`config.mk`:
```
export PLATFORM = sky130hd
export DESIGN_NAME = uart_rx_param
export DESIGN_NICKNAME = d
export VERILOG_FILES = /design/src/rtl/uart_pkg.sv /design/src/rtl/uart_tick_gen.sv /design/src/rtl/uart_rx_param.sv
export SDC_FILE = /design/constraint.sdc
export NUM_CORES = 1
export LEC_CHECK = 0
export CAP_MARGIN = 20
export CELL_PAD_IN_SITES_DETAIL_PLACEMENT = 1
export CELL_PAD_IN_SITES_GLOBAL_PLACEMENT = 1
export CORE_MARGIN = 2
export CORE_UTILIZATION = 40
export DETAILED_ROUTE_END_ITERATION = 16
export PLACE_DENSITY_LB_ADDON = 0.1
export SETUP_SLACK_MARGIN = 0.4
export SYNTH_ARGS = -nofsm -noshare
export SYNTH_HDL_FRONTEND = slang
export SYNTH_SLANG_ARGS = --single-unit
```
`constraint.sdc`:
```
create_clock -name clk -period 2.15 [get_ports clk]
set_clock_uncertainty 0.2 [all_clocks]
set_input_delay 0.215 -clock clk [delete_from_list [all_inputs] [get_ports clk]]
set_output_delay 0.215 -clock clk [all_outputs]
set_load 0.005 [all_outputs]
```
`src/rtl/uart_pkg.sv`:
```
// Shared UART definitions: parity codes, rx FSM states, vote helper.
package uart_pkg;

  localparam int PAR_NONE = 0;
  localparam int PAR_ODD  = 1;
  localparam int PAR_EVEN = 2;

  typedef enum logic [2:0] {
    S_IDLE,
    S_START,
    S_DATA,
    S_PARITY,
    S_STOP
  } rx_state_t;

  function automatic logic maj3(
    input logic a,
    input logic b,
    input logic c
  );
    return (a & b) | (a & c) | (b & c);
  endfunction

endpackage

```
`src/rtl/uart_tick_gen.sv`:
```
// Oversample tick generator: one-clk pulse every CLK_DIV clocks.
module uart_tick_gen #(
  parameter int CLK_DIV = 325
) (
  input  logic clk,
  input  logic rst,
  output logic tick
);

  localparam int W = $clog2(CLK_DIV);

  logic [W-1:0] cnt;

  assign tick = (cnt == W'(CLK_DIV - 1));

  always_ff @(posedge clk) begin
    if (!rst) cnt <= '0;
    else if (tick) cnt <= '0;
    else cnt <= cnt + 1'b1;
  end

endmodule

```
`src/rtl/uart_rx_param.sv`:
```
// Parametrised UART receiver with majority vote and valid/ready output.
// Define UART_RX_BREAK_DET_EN to add the break_det output.
module uart_rx_param
  import uart_pkg::*;
#(
  parameter int CLK_DIV    = 325,
  parameter int OVERSAMPLE = 16,
  parameter int DATA_BITS  = 8,
  parameter int PARITY     = 0,
  parameter int STOP_BITS  = 1
) (
  input  logic                 clk,
  input  logic                 rst,
  input  logic                 rx_in,
  input  logic                 ready,
  output logic [DATA_BITS-1:0] data_out,
  output logic                 valid,
  output logic                 parity_err,
  output logic                 frame_err,
  output logic                 overrun,
`ifdef UART_RX_BREAK_DET_EN
  output logic                 break_det,
`endif
  output logic                 busy
);

  localparam int M  = OVERSAMPLE / 2;
  localparam int SW = $clog2(OVERSAMPLE);
  localparam int BW = $clog2(DATA_BITS);

  logic tick;
  logic rx_m, rx_s;

  rx_state_t state_q, state_d;
  logic [SW-1:0] samp_q, samp_d;
  logic [BW-1:0] bit_q, bit_d;
  logic [DATA_BITS-1:0] shreg_q, shreg_d;
  logic stop2_q, stop2_d;
  logic armed_q, armed_d;
  logic ppar_q, ppar_d;
  logic pfrm_q, pfrm_d;
  logic sa_q, sa_d;
  logic sb_q, sb_d;

  logic at_a, at_b, at_c, at_last;
  logic maj, par_exp, frm_now;
  logic deliver;
  logic load, drop, take;

`ifdef UART_RX_BREAK_DET_EN
  logic pbit_q, pbit_d;
  logic brk;
  assign brk = (shreg_q == '0) && frm_now &&
               (PARITY == PAR_NONE || !pbit_q);
`endif

  uart_tick_gen #(
    .CLK_DIV(CLK_DIV)
  ) u_tick (
    .clk (clk),
    .rst (rst),
    .tick(tick)
  );

  assign at_a    = (samp_q == SW'(M - 1));
  assign at_b    = (samp_q == SW'(M));
  assign at_c    = (samp_q == SW'(M + 1));
  assign at_last = (samp_q == SW'(OVERSAMPLE - 1));

  assign maj     = maj3(sa_q, sb_q, rx_s);
  assign frm_now = pfrm_q | ~maj;
  assign par_exp = (PARITY == PAR_ODD) ? ~^shreg_q : ^shreg_q;
  assign busy    = (state_q != S_IDLE);

  always_comb begin
    state_d = state_q;
    samp_d  = samp_q;
    bit_d   = bit_q;
    shreg_d = shreg_q;
    stop2_d = stop2_q;
    armed_d = armed_q;
    ppar_d  = ppar_q;
    pfrm_d  = pfrm_q;
    sa_d    = sa_q;
    sb_d    = sb_q;
    deliver = 1'b0;
`ifdef UART_RX_BREAK_DET_EN
    pbit_d  = pbit_q;
`endif
    if (tick) begin
      samp_d = at_last ? '0 : samp_q + 1'b1;
      if (at_a) sa_d = rx_s;
      if (at_b) sb_d = rx_s;
      unique case (state_q)
        S_IDLE: begin
          samp_d = '0;
          if (rx_s) begin
            armed_d = 1'b1;
          end else if (armed_q) begin
            state_d = S_START;
            stop2_d = 1'b0;
            ppar_d  = 1'b0;
            pfrm_d  = 1'b0;
          end
        end
        S_START: begin
          if (at_c && maj) begin
            state_d = S_IDLE;
          end else if (at_last) begin
            state_d = S_DATA;
            bit_d   = '0;
          end
        end
        S_DATA: begin
          if (at_c) shreg_d = {maj, shreg_q[DATA_BITS-1:1]};
          if (at_last) begin
            bit_d = bit_q + 1'b1;
            if (bit_q == BW'(DATA_BITS - 1))
              state_d = (PARITY != PAR_NONE) ? S_PARITY : S_STOP;
          end
        end
        S_PARITY: begin
          if (at_c) begin
            if (maj != par_exp) ppar_d = 1'b1;
`ifdef UART_RX_BREAK_DET_EN
            pbit_d = maj;
`endif
          end
          if (at_last) state_d = S_STOP;
        end
        S_STOP: begin
          if (at_c) begin
            pfrm_d = frm_now;
            if (STOP_BITS == 1 || stop2_q) begin
              // early return to IDLE lets back-to-back frames start
              deliver = 1'b1;
              state_d = S_IDLE;
`ifdef UART_RX_BREAK_DET_EN
              armed_d = maj;
`else
              armed_d = 1'b1;
`endif
            end
          end else if (at_last) begin
            stop2_d = 1'b1;
          end
        end
        default: state_d = S_IDLE;
      endcase
    end
  end

  always_ff @(posedge clk) begin
    if (!rst) begin
      rx_m    <= 1'b1;
      rx_s    <= 1'b1;
      state_q <= S_IDLE;
      samp_q  <= '0;
      bit_q   <= '0;
      shreg_q <= '0;
      stop2_q <= 1'b0;
      armed_q <= 1'b0;
      ppar_q  <= 1'b0;
      pfrm_q  <= 1'b0;
      sa_q    <= 1'b0;
      sb_q    <= 1'b0;
`ifdef UART_RX_BREAK_DET_EN
      pbit_q  <= 1'b0;
`endif
    end else begin
      rx_m    <= rx_in;
      rx_s    <= rx_m;
      state_q <= state_d;
      samp_q  <= samp_d;
      bit_q   <= bit_d;
      shreg_q <= shreg_d;
      stop2_q <= stop2_d;
      armed_q <= armed_d;
      ppar_q  <= ppar_d;
      pfrm_q  <= pfrm_d;
      sa_q    <= sa_d;
      sb_q    <= sb_d;
`ifdef UART_RX_BREAK_DET_EN
      pbit_q  <= pbit_d;
`endif
    end
  end

  assign load = deliver && (!valid || ready);
  assign drop = deliver && valid && !ready;
  assign take = !deliver && valid && ready;

  always_ff @(posedge clk) begin
    if (!rst) begin
      data_out   <= '0;
      valid      <= 1'b0;
      parity_err <= 1'b0;
      frame_err  <= 1'b0;
      overrun    <= 1'b0;
`ifdef UART_RX_BREAK_DET_EN
      break_det  <= 1'b0;
`endif
    end else begin
      unique case (1'b1)
        load: begin
          data_out   <= shreg_q;
          valid      <= 1'b1;
          parity_err <= ppar_q;
          frame_err  <= frm_now;
          overrun    <= 1'b0;
`ifdef UART_RX_BREAK_DET_EN
          break_det  <= brk;
`endif
        end
        drop: overrun <= 1'b1;
        take: begin
          valid      <= 1'b0;
          parity_err <= 1'b0;
          frame_err  <= 1'b0;
          overrun    <= 1'b0;
`ifdef UART_RX_BREAK_DET_EN
          break_det  <= 1'b0;
`endif
        end
        default: ;
      endcase
    end
  end

endmodule

```
# After elaboration in Yosys (flattened, before gate mapping)
# Cells that the tools add are included.
[op_classes]
n_mux = 32
n_addsub = 3
n_bitwise = 8
reduce_logical = 28
eq_ne = 23
[op_table]
columns = ["op", "count"]
rows = [
  ["$mux W3", 11],
  ["$ne A2 B2 Y1 const B", 11],
  ["$pmux W3 S5", 1],
  ["$pmux W1 S2", 7],
  ["$eq A4 B4 Y1 const B", 3],
  ["$mux W1", 10],
  ["$reduce_and A5 Y1", 2],
  ["$reduce_bool A2 Y1", 5],
  ["$add A9 B1 Y9 const B", 1],
  ["$eq A9 B9 Y1 const B", 1],
  ["$mux W4", 2],
  ["$reduce_and A8 Y1", 1],
  ["$reduce_xor A8 Y1", 1],
  ["$eq A3 B2 Y1 const B", 2],
  ["$eq A3 B3 Y1 const B", 2],
  ["$logic_and A1 B1 Y1", 6],
  ["$pmux W3 S2", 1],
  ["$reduce_and A6 Y1", 1],
  ["$add A4 B1 Y4 const B", 1],
  ["$eq A4 B3 Y1 const B", 1],
  ["$reduce_and A2 Y1", 2],
  ["$reduce_and A4 Y1", 1],
  ["$reduce_or A2 Y1", 2],
  ["$add A3 B1 Y3 const B", 1],
  ["11 further kinds", 18],
]
[word_totals]
elab_cells = 111
ff_bits = 46
in_bits = 4
out_inout_bits = 13

# Depth between registers and ports, before layout
[logic_depth]
word_depth = 9
mapped_depth = 9
depth_no_buf = 7

# Hierarchy
# A second synthesis with hierarchy kept.
[hier_totals]
cells_unflattened = 236
hier_area_um2 = 2144.6
[modules_own_cells]
columns = ["mod", "instances", "area_per_inst_um2", "seq_area_each_um2", "cells_per_inst"]
rows = [
  ["uart_rx_param", 1, 1741.7, 740.7, 192],
  ["uart_tick_gen", 1, 402.9, 180.2, 44],
]

# Worst setup path after synthesis
# OpenSTA, ideal clock, no wires.
[synth_path]
kind = "register to register"
from = "reg u_tick.cnt[0]"
to = "reg parity_err"
synth_period_minus_slack_ps = 2273
t_required_ps = 1834
stages_incl_launch_ff = 10
arrival_time_ps = 1956
slack_ps = -123
setup_ps = 116
path_buffers = 2
path_cell_list = "dfxtp_1 > inv_1 > ha_1 > nand4bb_1 > or4_1 > buf_2 > or4_4 > buf_6 > nand3_2 > a21boi_1"
[synth_between]
elab_chain_len = 6
elab_cells_between_ends = 8
cone_classes = "eq/ne (1); mux (2); reduce/logical (5)"
[synth_lines]
columns = ["element", "line", "rtl"]
rows = [
  ["start: declaration", "uart_tick_gen.sv:12", "logic [W-1:0] cnt;"],
  ["start signal: assignment", "uart_tick_gen.sv:19", "else cnt <= cnt + 1'b1;"],
  ["$eq A9 B9 Y1 *", "uart_tick_gen.sv:14", "assign tick = (cnt == W'(CLK_DIV - 1));"],
  ["$mux W1 *", "uart_rx_param.sv:90", "if (tick) begin"],
  ["$logic_not A1 Y1", "uart_rx_param.sv:191", "assign take = !deliver && valid && ready;"],
  ["$logic_and A1 B1 Y1 (2 in series)", "uart_rx_param.sv:191", ""],
  ["$pmux W1 S2 or $reduce_bool A2 Y1 (tied branches)", "--", ""],
  ["end signal: assignment", "uart_rx_param.sv:208", "parity_err <= ppar_q;"],
  ["end: declaration", "uart_rx_param.sv:18", "output logic parity_err,"],
]
# Mark *: on every way between the ends. The rest lies on a longest branch, timed or not.
# A chain may end at the register's enable or synchronous reset.

# Worst setup path in the final report
[layout_path]
from = "reg u_tick.cnt[1]"
to = "reg samp_q[3]"
[layout_between]
elab_chain_len = 1
[layout_lines]
columns = ["element", "line", "rtl"]
rows = [
  ["$eq A9 B9 Y1", "uart_tick_gen.sv:14", ""],
  ["end signal: assignment", "uart_rx_param.sv:174", "samp_q <= samp_d;"],
  ["end: declaration", "uart_rx_param.sv:35", "logic [SW-1:0] samp_q, samp_d;"],
]
# No other way between the ends.

==> flow_metrics.tcl <==
set metrics [dict create \
    syn_area_per_cell_um2 9.28 \
    wire_per_inst_um 15.6 \
    synthToLayoutAreaGrowth_pct 35.7 \
    ys.warnings.count 0 \
    fmax_ghz 0.430 \
    drt_wl_total_mm 5.51 \
    die_w_um 77.7 \
    layout_commonest_cell "dfxtp_1" \
    dr.first_iter.drc_count 50 \
    synth_nets 245 \
    routabilityCongestion 0.758 \
    violations "negative setup slack" \
    fill_cells 587 \
    chipHeight_um 77.7 \
    ys_seq_area_frac 0.424 \
    num_rows 26 \
    yosysUniqueCellTypes 44 \
    setup_viol 19 \
    syn_area_um2 2170 \
    finalNetCount 292 \
    dieArea_um2 6040 \
    clk_path_buf_depth 2 \
    max-vdd-ir-drop_mv 0.279 \
    maxCapViolCount 0 \
    viasPerCell 5.15 \
    worst_slack_ps -177 \
    post-place-cells 332 \
    first_pass_iters 4 \
    grt_pass1_vias 1865 \
    critPathMaxFanout 5 \
    root_buffer "clkbuf_8" \
    cts_tree "yes" \
    io_buffers 16 \
    async_reset_ff_frac 0 \
    max_slew_margin 0.690 \
    synth_edf_count 0 \
    ys_ff_latch 46 \
    crit_type "reg2reg" \
    start_util 0.420 \
    hpwl_mm 3.65 \
    dp_worst_setup_slack_ps -167 \
    p_leak_nw 1.17 \
    grt_usage 0.195 \
    register_area_um2 930 \
    cts.sinks 46 \
    cts_htree_levels 2 \
    report.final.slew_viol_count 0 \
    fin_setup_tns_ps -2040 \
    grt_pass1_wl_mm 9.18 \
    ctsHoldBuffers 0 \
    hold_viol 0 \
    layout_common_cells "dfxtp_1, buf_4, nand2_1" \
    io_pins 17 \
    critPathCaptureType "flip-flop" \
    cts_inserted_buffers 5 \
    fin_crit_ps 2330 \
    ant_nets 0 \
    grt_max_degree 24 \
    overflow 0 \
    ys.flop_type "dfxtp_1" \
    fin_cells 352 \
    cp.arrival_ps 2370 \
    diodes 0 \
    p_total_mw 1.52 \
    clk_pin_slew_worst_paths_ps 90 \
    post-route-drc-count 0 \
    antenna_found_initial 0 \
    clock_latency_ps 300 \
    final_layout_size_suffix_gt1_frac 0.298 \
    power_density_nw_per_um2 515 \
    worst_pin_slew_ps 464 \
    required_ps 2190 \
    rsz0062_at_grt "yes" \
    core_um2 5170 \
    vias 1814 \
    period_share 1.08 \
    cp-start-kind "flip-flop" \
    multiInputGateArea_um2 1340 \
    min_path_type "reg2reg" \
    syn_inst 234 \
    outcome "finished, violations left" \
]
[state kept, by name, summed over array words and instances, names as in the netlist, 3 cells and up]
name	flops
bit_q	3
shreg_q	8
samp_q	4
u_tick.cnt	9
state_q	3
data_out	8
[stage by stage]
stage                     hold WS, ps  instance area [µm²]   util
after floorplan                   116                 2240      -
after global placement            189                 2590  0.502
after detailed placement          235                 2590  0.502
after CTS                         257                 2820  0.545
after global routing              273                 2950  0.570
final                             241                 2950  0.570
[what timing repair did]
| item | CTS | global route |
|---|---|---|
| pin swaps | 4 | 8 |
| resized for setup | 22 | 23 |
| gates cloned | 0 | 1 |
| setup endpoints to repair | 45 | 44 |
| setup buffers | 7 | 4 |
[cells by family after synthesis]
family / share of synthesized area
and+or+nand+nor: 0.251
DFF: 0.424
AOI/OAI and AO/OA: 0.106
buffers and inverters: 0.0403
muxes: 0.0709
xor gates and xnor gates: 0.0628
adders and majority gates: 0.0449
[report_power, final]
part	internal (mW)	switching [mW]	total, mW
logic	0.0495	0.0488	0.0983
registers	0.859	0.00796	0.867
clock network	0.260	0.293	0.553
[area by class of cell]
type / count / area share
Multi-Input combinational cell: 169 / 0.456
Sequential cell: 46 / 0.315
Timing Repair Buffer: 51 / 0.158
Tap cell: 70 / 0.0297
Clock buffer: 7 / 0.0293
Inverter: 8 / 0.0102
Clock inverter: 1 / 0.00170
[worst max-delay path, stage by stage (launching register included)]
cell       delay (ps)
dfxtp_2           330
inv_2              60
ha_4              130
nand4bb_1         160
or4_4             570
buf_12            160
buf_12            130
or4_1             390
a21boi_1          130
[layer usage]
layer / GRT usage / vias up / wire length (µm)
met2: 0.330 / 21 / 2800
li1: - / 900 / -
met5: 0 / - / 0
met1: 0.238 / 886 / 2480
met3: 0.0407 / 7 / 128
met4: 0.0857 / 0 / 101
[final timing paths]
kind                       from   endpoint  slack, ps  cells past startpoint
hold / removal             rx_m       rx_s        240                      1
setup reg to reg  u_tick.cnt[1]  samp_q[3]       -180                      8
setup / recovery  u_tick.cnt[1]  samp_q[3]       -180                      8
hold reg to reg            rx_m       rx_s        240                      1
[Yosys cell counts, drive strengths merged, types with 4 or more instances]
| cell | number | share of area |
|---|---|---|
| dfxtp | 46 | 0.42 |
| mux2i | 12 | 0.055 |
| nor2 | 17 | 0.029 |
| nor2b | 13 | 0.037 |
| clkbuf | 8 | 0.014 |
| inv | 8 | 0.014 |
| nand2 | 27 | 0.047 |
| ha | 7 | 0.040 |
| nand3 | 12 | 0.030 |
| o21ai | 7 | 0.016 |
| xor2 | 6 | 0.024 |
| and3 | 4 | 0.012 |
| xnor2 | 7 | 0.028 |
| a21boi | 15 | 0.052 |
| nor3 | 7 | 0.016 |
(Power assumes the default switching activity.)
